### config.mk
export PLATFORM = sky130hd
export DESIGN_NAME = mul_seq
export DESIGN_NICKNAME = d
export VERILOG_FILES = /design/src/rtl/mul_pkg.sv /design/src/rtl/mul_seq_dp.sv /design/src/rtl/mul_seq.sv
export SDC_FILE = /design/constraint.sdc
export NUM_CORES = 1
export LEC_CHECK = 0
export BUFFER_PORTS_ARGS = -buffer_cell sky130_fd_sc_hd__buf_2
export CORE_MARGIN = 3
export CORE_UTILIZATION = 65
export CTS_CLUSTER_DIAMETER = 200
export CTS_CLUSTER_SIZE = 12
export DETAILED_ROUTE_END_ITERATION = 8
export PLACE_DENSITY = 0.83
export SKIP_LAST_GASP = 1
export SLEW_MARGIN = 10
export SYNTH_ARGS = -nofsm -noshare
export SYNTH_HDL_FRONTEND = slang
export SYNTH_SLANG_ARGS = --single-unit
### constraint.sdc
create_clock -name clk -period 5.19 [get_ports clk]
set_input_delay 0.2595 -clock clk [delete_from_list [all_inputs] [get_ports clk]]
set_output_delay 0.2595 -clock clk [all_outputs]
set_load 0.005 [all_outputs]
### src/rtl/mul_pkg.sv
// Shared types and constants for the iterative multiply sequencer.
package mul_pkg;

  localparam int MUL_ITER = 32;
  localparam int CNT_W    = $clog2(MUL_ITER);

  typedef enum logic [2:0] {
    IDLE,
    CALC,
    FIX,
    WB_LO,
    WB_HI
  } state_t;

endpackage

### src/rtl/mul_seq_dp.sv
// Shift-add datapath: accumulator, shifted multiplicand, multiplier shifter,
// sign fix-up and the product latch. Driven by load/step/fix strobes.
module mul_seq_dp #(
  parameter int MUL_W = 32
) (
  input  logic               clk,
  input  logic               reset,
  input  logic               load,
  input  logic               step,
  input  logic               fix,
  input  logic               sgn,
  input  logic [MUL_W-1:0]   src_a,
  input  logic [MUL_W-1:0]   src_b,
  output logic [2*MUL_W-1:0] prod,
  output logic               mb_last
);

  logic [2*MUL_W-1:0] acc_reg, acc_next;
  logic [2*MUL_W-1:0] mc_reg, mc_next;
  logic [2*MUL_W-1:0] prod_reg, prod_next;
  logic [MUL_W-1:0]   mb_reg, mb_next;
  logic               neg_reg, neg_next;
  logic [MUL_W-1:0]   abs_a, abs_b;

  // Magnitudes; the most negative value maps onto itself, which is correct unsigned.
  assign abs_a = (sgn && src_a[MUL_W-1]) ? -src_a : src_a;
  assign abs_b = (sgn && src_b[MUL_W-1]) ? -src_b : src_b;

  always_comb begin
    acc_next  = acc_reg;
    mc_next   = mc_reg;
    mb_next   = mb_reg;
    neg_next  = neg_reg;
    prod_next = prod_reg;
    if (load) begin
      acc_next = '0;
      mc_next  = {{MUL_W{1'b0}}, abs_a};
      mb_next  = abs_b;
      neg_next = sgn & (src_a[MUL_W-1] ^ src_b[MUL_W-1]);
    end else if (step) begin
      if (mb_reg[0]) acc_next = acc_reg + mc_reg;
      mc_next = mc_reg << 1;
      mb_next = mb_reg >> 1;
    end else if (fix) begin
      acc_next  = neg_reg ? ((~acc_reg) + 1'b1) : acc_reg;
      prod_next = acc_next;
    end
  end

  always_ff @(posedge clk) begin
    if (reset) begin
      acc_reg  <= '0;
      mc_reg   <= '0;
      mb_reg   <= '0;
      neg_reg  <= 1'b0;
      prod_reg <= '0;
    end else begin
      acc_reg  <= acc_next;
      mc_reg   <= mc_next;
      mb_reg   <= mb_next;
      neg_reg  <= neg_next;
      prod_reg <= prod_next;
    end
  end

  assign prod    = prod_reg;
  // True when the multiplier will be zero after this cycle's shift.
  assign mb_last = ((mb_reg >> 1) == '0);

endmodule

### src/rtl/mul_seq.sv
// Iterative 32x32->64 UMULL/SMULL sequencer with two-cycle low/high write-back.
// Optional build macro MUL_SEQ_EARLY_EXIT_EN ends CALC once the multiplier is exhausted.
module mul_seq
  import mul_pkg::*;
#(
  parameter int MUL_W = 32
) (
  input  logic             clk,
  input  logic             reset,
  input  logic             Start,
  input  logic             Signed,
  input  logic [MUL_W-1:0] SrcA,
  input  logic [MUL_W-1:0] SrcB,
  output logic             Busy,
  output logic             WriteLo,
  output logic             WriteHi,
  output logic             Done,
  output logic [MUL_W-1:0] ProdLo,
  output logic [MUL_W-1:0] ProdHi
);

  state_t             state_reg, state_next;
  logic [CNT_W-1:0]   cnt_reg, cnt_next;
  logic               load, step, fix;
  logic               mb_last, exit_calc;
  logic               busy_reg, write_lo_reg, write_hi_reg, done_reg;
  logic [2*MUL_W-1:0] prod;

`ifdef MUL_SEQ_EARLY_EXIT_EN
  assign exit_calc = (cnt_reg == '0) || mb_last;
`else
  assign exit_calc = (cnt_reg == '0);
`endif

  always_comb begin
    state_next = state_reg;
    cnt_next   = cnt_reg;
    load       = 1'b0;
    step       = 1'b0;
    fix        = 1'b0;
    case (state_reg)
      IDLE: begin
        if (Start) begin
          load       = 1'b1;
          cnt_next   = CNT_W'(MUL_W - 1);
          state_next = CALC;
        end
      end
      CALC: begin
        step     = 1'b1;
        cnt_next = cnt_reg - CNT_W'(1);
        if (exit_calc) state_next = FIX;
      end
      FIX: begin
        fix        = 1'b1;
        state_next = WB_LO;
      end
      WB_LO:   state_next = WB_HI;
      WB_HI:   state_next = IDLE;
      default: state_next = IDLE;
    endcase
  end

  // Strobes are registered from the next state so they align with the state itself.
  always_ff @(posedge clk) begin
    if (reset) begin
      state_reg    <= IDLE;
      cnt_reg      <= '0;
      busy_reg     <= 1'b0;
      write_lo_reg <= 1'b0;
      write_hi_reg <= 1'b0;
      done_reg     <= 1'b0;
    end else begin
      state_reg    <= state_next;
      cnt_reg      <= cnt_next;
      busy_reg     <= (state_next != IDLE);
      write_lo_reg <= (state_next == WB_LO);
      write_hi_reg <= (state_next == WB_HI);
      done_reg     <= (state_next == WB_HI);
    end
  end

  mul_seq_dp #(.MUL_W(MUL_W)) u_dp (
    .clk     (clk),
    .reset   (reset),
    .load    (load),
    .step    (step),
    .fix     (fix),
    .sgn     (Signed),
    .src_a   (SrcA),
    .src_b   (SrcB),
    .prod    (prod),
    .mb_last (mb_last)
  );

  assign Busy    = busy_reg;
  assign WriteLo = write_lo_reg;
  assign WriteHi = write_hi_reg;
  assign Done    = done_reg;
  assign ProdLo  = prod[MUL_W-1:0];
  assign ProdHi  = prod[2*MUL_W-1:MUL_W];

endmodule

---- Word-level counts from Yosys, hierarchy flattened ----
Index checks and enable logic that the tools add are counted.
cells by class
  shifts and indexed selects .............. 0
  $lt $le $gt $ge ......................... 0
  divide/modulo/power cells ............... 0
  reduce and logical (&&, ||, !) cells .... 12
  multiply operators ...................... 0
  muxes and demuxes ....................... 19
  equality and inequality tests ........... 7
  add/sub/neg operators ................... 5
  bitwise gates (word level) .............. 5
operator list
  operator               count
  $mux 64                4
  $mux 32                6
  $add 64x1->64 const B  1
  $add 64x64->64         1
  $neg 32->32            2
  $not 64->64            1
  $pmux 3 s4             1
  $pmux 5 s2             1
  $eq 3x2->1 const B     3
  $mux 3                 2
  $reduce_bool 2->1      3
  $logic_not 5->1        1
  $mux 5                 1
  $sub 5x1->5 const B    1
  $mux 1                 4
  $reduce_and 2->1       2
  $eq 3x1->1 const B     1
  $eq 3x3->1 const B     1
  $logic_not 3->1        1
  $reduce_and 3->1       1
  $reduce_bool 3->1      1
  $logic_and 1x1->1      2
  $ne 2x1->1 const B     1
  $ne 2x2->1 const B     1
  other kinds (4)        5
word-level totals
  logic and storage cells ................. 59
  bits in latches ......................... 0
  input bits .............................. 68
  flip-flop bits (word level) ............. 236
  memory bits (read-only) ................. 0
  output and inout port bits .............. 68
  bits in writable memories ............... 0
  memories ................................ 0

---- Longest topological paths before layout ----
  depth after elaboration ................. 5
  gate-level depth with buffers ........... 12
  depth with buffers taken out ............ 12

---- Modules after synthesis ----
Synthesis repeated with hierarchy kept, for this count alone.
second synthesis, totals
  cells, all modules ...................... 2,074
  area total of the unflattened synthesis .. 16,149.2 um2
by module, submodules not included
  module      cells each  seq. area each (um2)  area each (um2)  instances
  mul_seq_dp  2,018       4,504.3               15,672.5         1
  mul_seq     56          220.2                 476.7            1

---- Worst setup path before layout ----
OpenSTA, ideal clock, no wires.
  kind .................................... reg-to-reg
  from .................................... reg u_dp.acc_reg[0]
  to ...................................... reg u_dp.acc_reg[60]
  data arrival time ....................... 3.164 ns
  setup time .............................. 0.091 ns
  path buffers ............................ 0
  slack ................................... 1.935 ns
  stages on the path, launching flop included .. 13
  cell sequence ........................... dfxtp_1 > ha_1 > fa_1 > a21oi_1 > nor2_1 > o21ai_0 > a211oi_1 > o211ai_1 > a41oi_1 > a311oi_1 > o21ai_0 > mux2i_1 > a311oi_1
between the ends
  longest elaborated chain between the ends .. 5
  elaborated cells on any way between the ends .. 7
  those cells by class .................... add/sub: 2; mux: 4; bitwise: 1
ends and longest elaborated chain
  item                    RTL line          source
  from (decl)             mul_seq_dp.sv:18  logic [2*MUL_W-1:0] acc_reg, acc_next;
  from (signal assigned)  mul_seq_dp.sv:58  acc_reg <= acc_next;
  $not 64->64             mul_seq_dp.sv:45  acc_next = neg_reg ? ((~acc_reg) + 1'b1) : acc_reg;
  $add 64x1->64           mul_seq_dp.sv:45
  $mux 64                 mul_seq_dp.sv:45
  $mux 64                 mul_seq_dp.sv:44  end else if (fix) begin
  $mux 64 *               mul_seq_dp.sv:40  end else if (step) begin
Mark *: on every way between the ends. The rest lies on a longest branch, timed or not. The select of a mux whose other input is x is not followed.
A chain may end at the register's enable or synchronous reset.

---- Worst setup path in the final report ----
  from .................................... reg u_dp.acc_reg[35]
  to ...................................... reg u_dp.acc_reg[50]
The elaborated chain is that of the path after synthesis.

==> results by group <==
Outcome
  – Outcome: finished clean

Cells and area
  – Fraction of layout cells with a size suffix above 1: 0.0957
  – Diode count: 0
  – Final Util: 0.722
  – Area occupied by multi-input gates: between 10000 and 15000 um^2
  – Synth-to-Final Area Change: 8.55%
  – Register area: ~4700 um^2
  – Net count reported at finish: around 2300
  – Filler Cell Count: ~2000

Synthesis
  – Syn. warnings: 0
  – Async SR Flop Fraction: 0
  – Syn Std Cell Area: 15700 um^2
  – Count of unique library cells instantiated by Yosys: 70
  – Synth Register Bits: between 200 and 250
  – Cell count after synthesis: 2127
  – Post-synth EDFFs: 0
  – Fraction of the yosys area taken by sequential cells: 0.302
  – Avg Cell Area, Syn: 7.36 um^2
  – Post-synthesis net count: 2264
  – Main synth FF type: dfxtp_1
  – Synth area leader: dfxtp_1
  – Synth top area cells: dfxtp_1, nand2_1, nor2_1, a21oi_1, ha_1
  – Post-synth top area share: 0.302

Die
  – Die H: between 150 and 200 um
  – Row cnt: 56
  – CORE AREA: approximately 24000 um^2
  – Initial core utilization: 0.665
  – I/O Pins: between 100 and 150
  – DIE AREA: 26000 um^2
  – DIE WIDTH: 161 um

Clock tree
  – Htree depth: 1
  – Total CTS buffers: 23
  – Post-CTS Hold Fix Bufs: 0
  – CTS Buffer Depth: 3
  – Postcts setup bufs: 0
  – Worst-skew pair later-pin latency: 0.53 ns
  – Clk root buf: clkbuf_16
  – Post-CTS resize count: 0
  – Reg clk slew, reported paths: 0.06 ns
  – Clk sinks: between 200 and 250
  – CTS tree: done

Place
  – Gp weighted congestion: 1.00
  – HPWL after DPL: 31500 um
  – IO buf count: around 140

Power and ir drop
  – Leakage power: about 6.6 nW
  – Pwr Density: between 200 and 300 nW/um^2
  – VDD IR-drop max: 224 uV

Setup path
  – Crit path buffers/inverters: 0
  – CP max FO: 8
  – Critical path type: reg2reg
  – Worst endpoint required time: 5.58 ns
  – Slowest cell on crit path: o41ai_1
  – Max stage delay on crit path: approximately 0.67 ns
  – Critical path arrival: roughly 4.2 ns
  – Element type at the critical path start: flip-flop
  – Worst Setup End Kind: flip-flop
  – Critical path's top delay family: simple AND/OR/NAND/NOR gates
  – Crit-path cells: or4_1, or2_2, nor4_1, nand3_1, o41ai_1, nor3_1, a221oi_1, nor2_1

GRT
  – Largest net degree at the start of global routing: 121
  – First-pass GRT wire length: 73100 um
  – Vias in the first global route: about 15000
  – Antenna violations before repair: 0
  – GRT Util Overall: 0.334
  – GR Overflow Total: 0

Flow run
  – Max Cap Viol: 0

Routing
  – Vias per cell: 6.38
  – First-pass DRT Iterations: 6
  – Total number of vias: ~16000
  – DRC: 0
  – Initial DRC Count: roughly 1400
  – WL per Instance: 18.1 um
  – WL final: 44800 um
  – ANT nets after route: 0

STA
  – Setup violators final: 0
  – Crit share post-route: 0.734
  – Post-Route Skew: approximately 0.011 ns
  – RSZ-0062 raised after global routing: no
  – Worst Tran Pin Value: around 1.1 ns
  – Final Hold Violating Endpoints: 0
  – Final count of pins violating max slew: 0
  – Hold_ws: roughly 0.060 ns
  – Setup TNS Final: 0 ns
  – Worst rel slew slack: 0.273
  – Fmax: 263 MHz
  – Crit path time final: approximately 3.8 ns

Hold path
  – Hold Crit Class: in2reg
synthesized netlist by cell type, types with 19 or more instances:
master	instances
a211oi_1	77
ha_1	68
dfxtp_1	236
nand4_1	20
nor2_1	266
a311oi_1	64
xor2_1	89
xnor2_1	85
or3_1	19
inv_1	34
buf_1	21
nor3_1	40
clkbuf_1	118
o21ai_0	135
nand3_1	34
o31ai_1	24
a21o_1	34
nand2_1	341
a21oi_1	183
worst reg2reg max path: cells and delay by family, from the launching register on:
kind,cells,cell delay [ns]
AOI/OAI and AO/OA,2,0.90
DFF,1,0.38
and+or+nand+nor,6,2.39
metal layers:
layer | vias up | GRT usage | wire length (um)
met3 | 123 | 0.0380 | 3070
met4 | 0 | 0.120 | 1540
met1 | 7402 | 0.447 | 19400
li1 | 7698 | - | -
met5 | - | 0 | 0
met2 | 615 | 0.560 | 20800
layout make-up:
type                       instances  area share
multi-input combinational       1715       0.606
timing repair buffer             152      0.0482
sequential                       236       0.278
inverter                          34     0.00751
tap                              319      0.0235
clock buffer                      23      0.0339
clock inverter                     2     0.00228
metrics by stage:
step                      instance area (um^2)  instances  total power [W]  setup WS, ns
after global placement                   16400       2456          0.00331          1.57
after floorplan                          15700       2127          0.00295          1.93
final                                    17000       2481          0.00486          1.38
after global routing                     17000       2481          0.00507          1.12
after detailed placement                 16400       2456          0.00334          1.51
after CTS                                17000       2481          0.00484          1.49
worst paths after layout:
kind	cells after the start	slack [ns]	from	end
worst max-delay path	8	1.38	u_dp.acc_reg[35]$_SDFFE_PP0P_	u_dp.acc_reg[50]$_SDFFE_PP0P_
worst min-delay path	3	0.06	SrcA[0]	u_dp.mc_reg[0]$_SDFFE_PP0P_
worst max register to register	8	1.38	u_dp.acc_reg[35]$_SDFFE_PP0P_	u_dp.acc_reg[50]$_SDFFE_PP0P_
worst min register to register	2	0.45	u_dp.prod[54]$_SDFFE_PP0P_	u_dp.prod[54]$_SDFFE_PP0P_
where the power goes:
group	switching [W]	internal, W
Clock	0.000689	0.000831
Sequential	0.000117	0.00194
Combinational	0.000869	0.000416
logic make-up after synthesis:
family	after synthesis	synth area share
muxes	3	0.00200
DFF	236	0.302
adders and majority gates	69	0.0556
buffers and inverters	176	0.0428
AOI/OAI and AO/OA	657	0.275
and+or+nand+nor	812	0.225
xor gates and xnor gates	174	0.0974
cells in the final DEF, fill, tap and decap left out, types with 8 or more instances in the layout:
master     count
clkbuf_16     23
nor2b_1        8
o21ai_0      135
a31oi_1       15
xor2_1        89
buf_2        134
a221oi_1      11
buf_4         17
a21oi_1      183
nor2_1       265
a211oi_1      77
nand4_1       20
o21a_1         9
o22ai_1       15
nand3_1       32
o41ai_1       15
nand2_1      339
a21o_1        34
inv_1         34
o211ai_1       8
a311oi_1      64
or3_1         19
or4_1         16
o31ai_1       24
dfxtp_1      235
or2_2          9
nand2b_1      14
xnor2_1       85
nor3_1        39
o21bai_1      12
nor4_1        15
ha_1          68
Power figures use the tool's default switching activity.
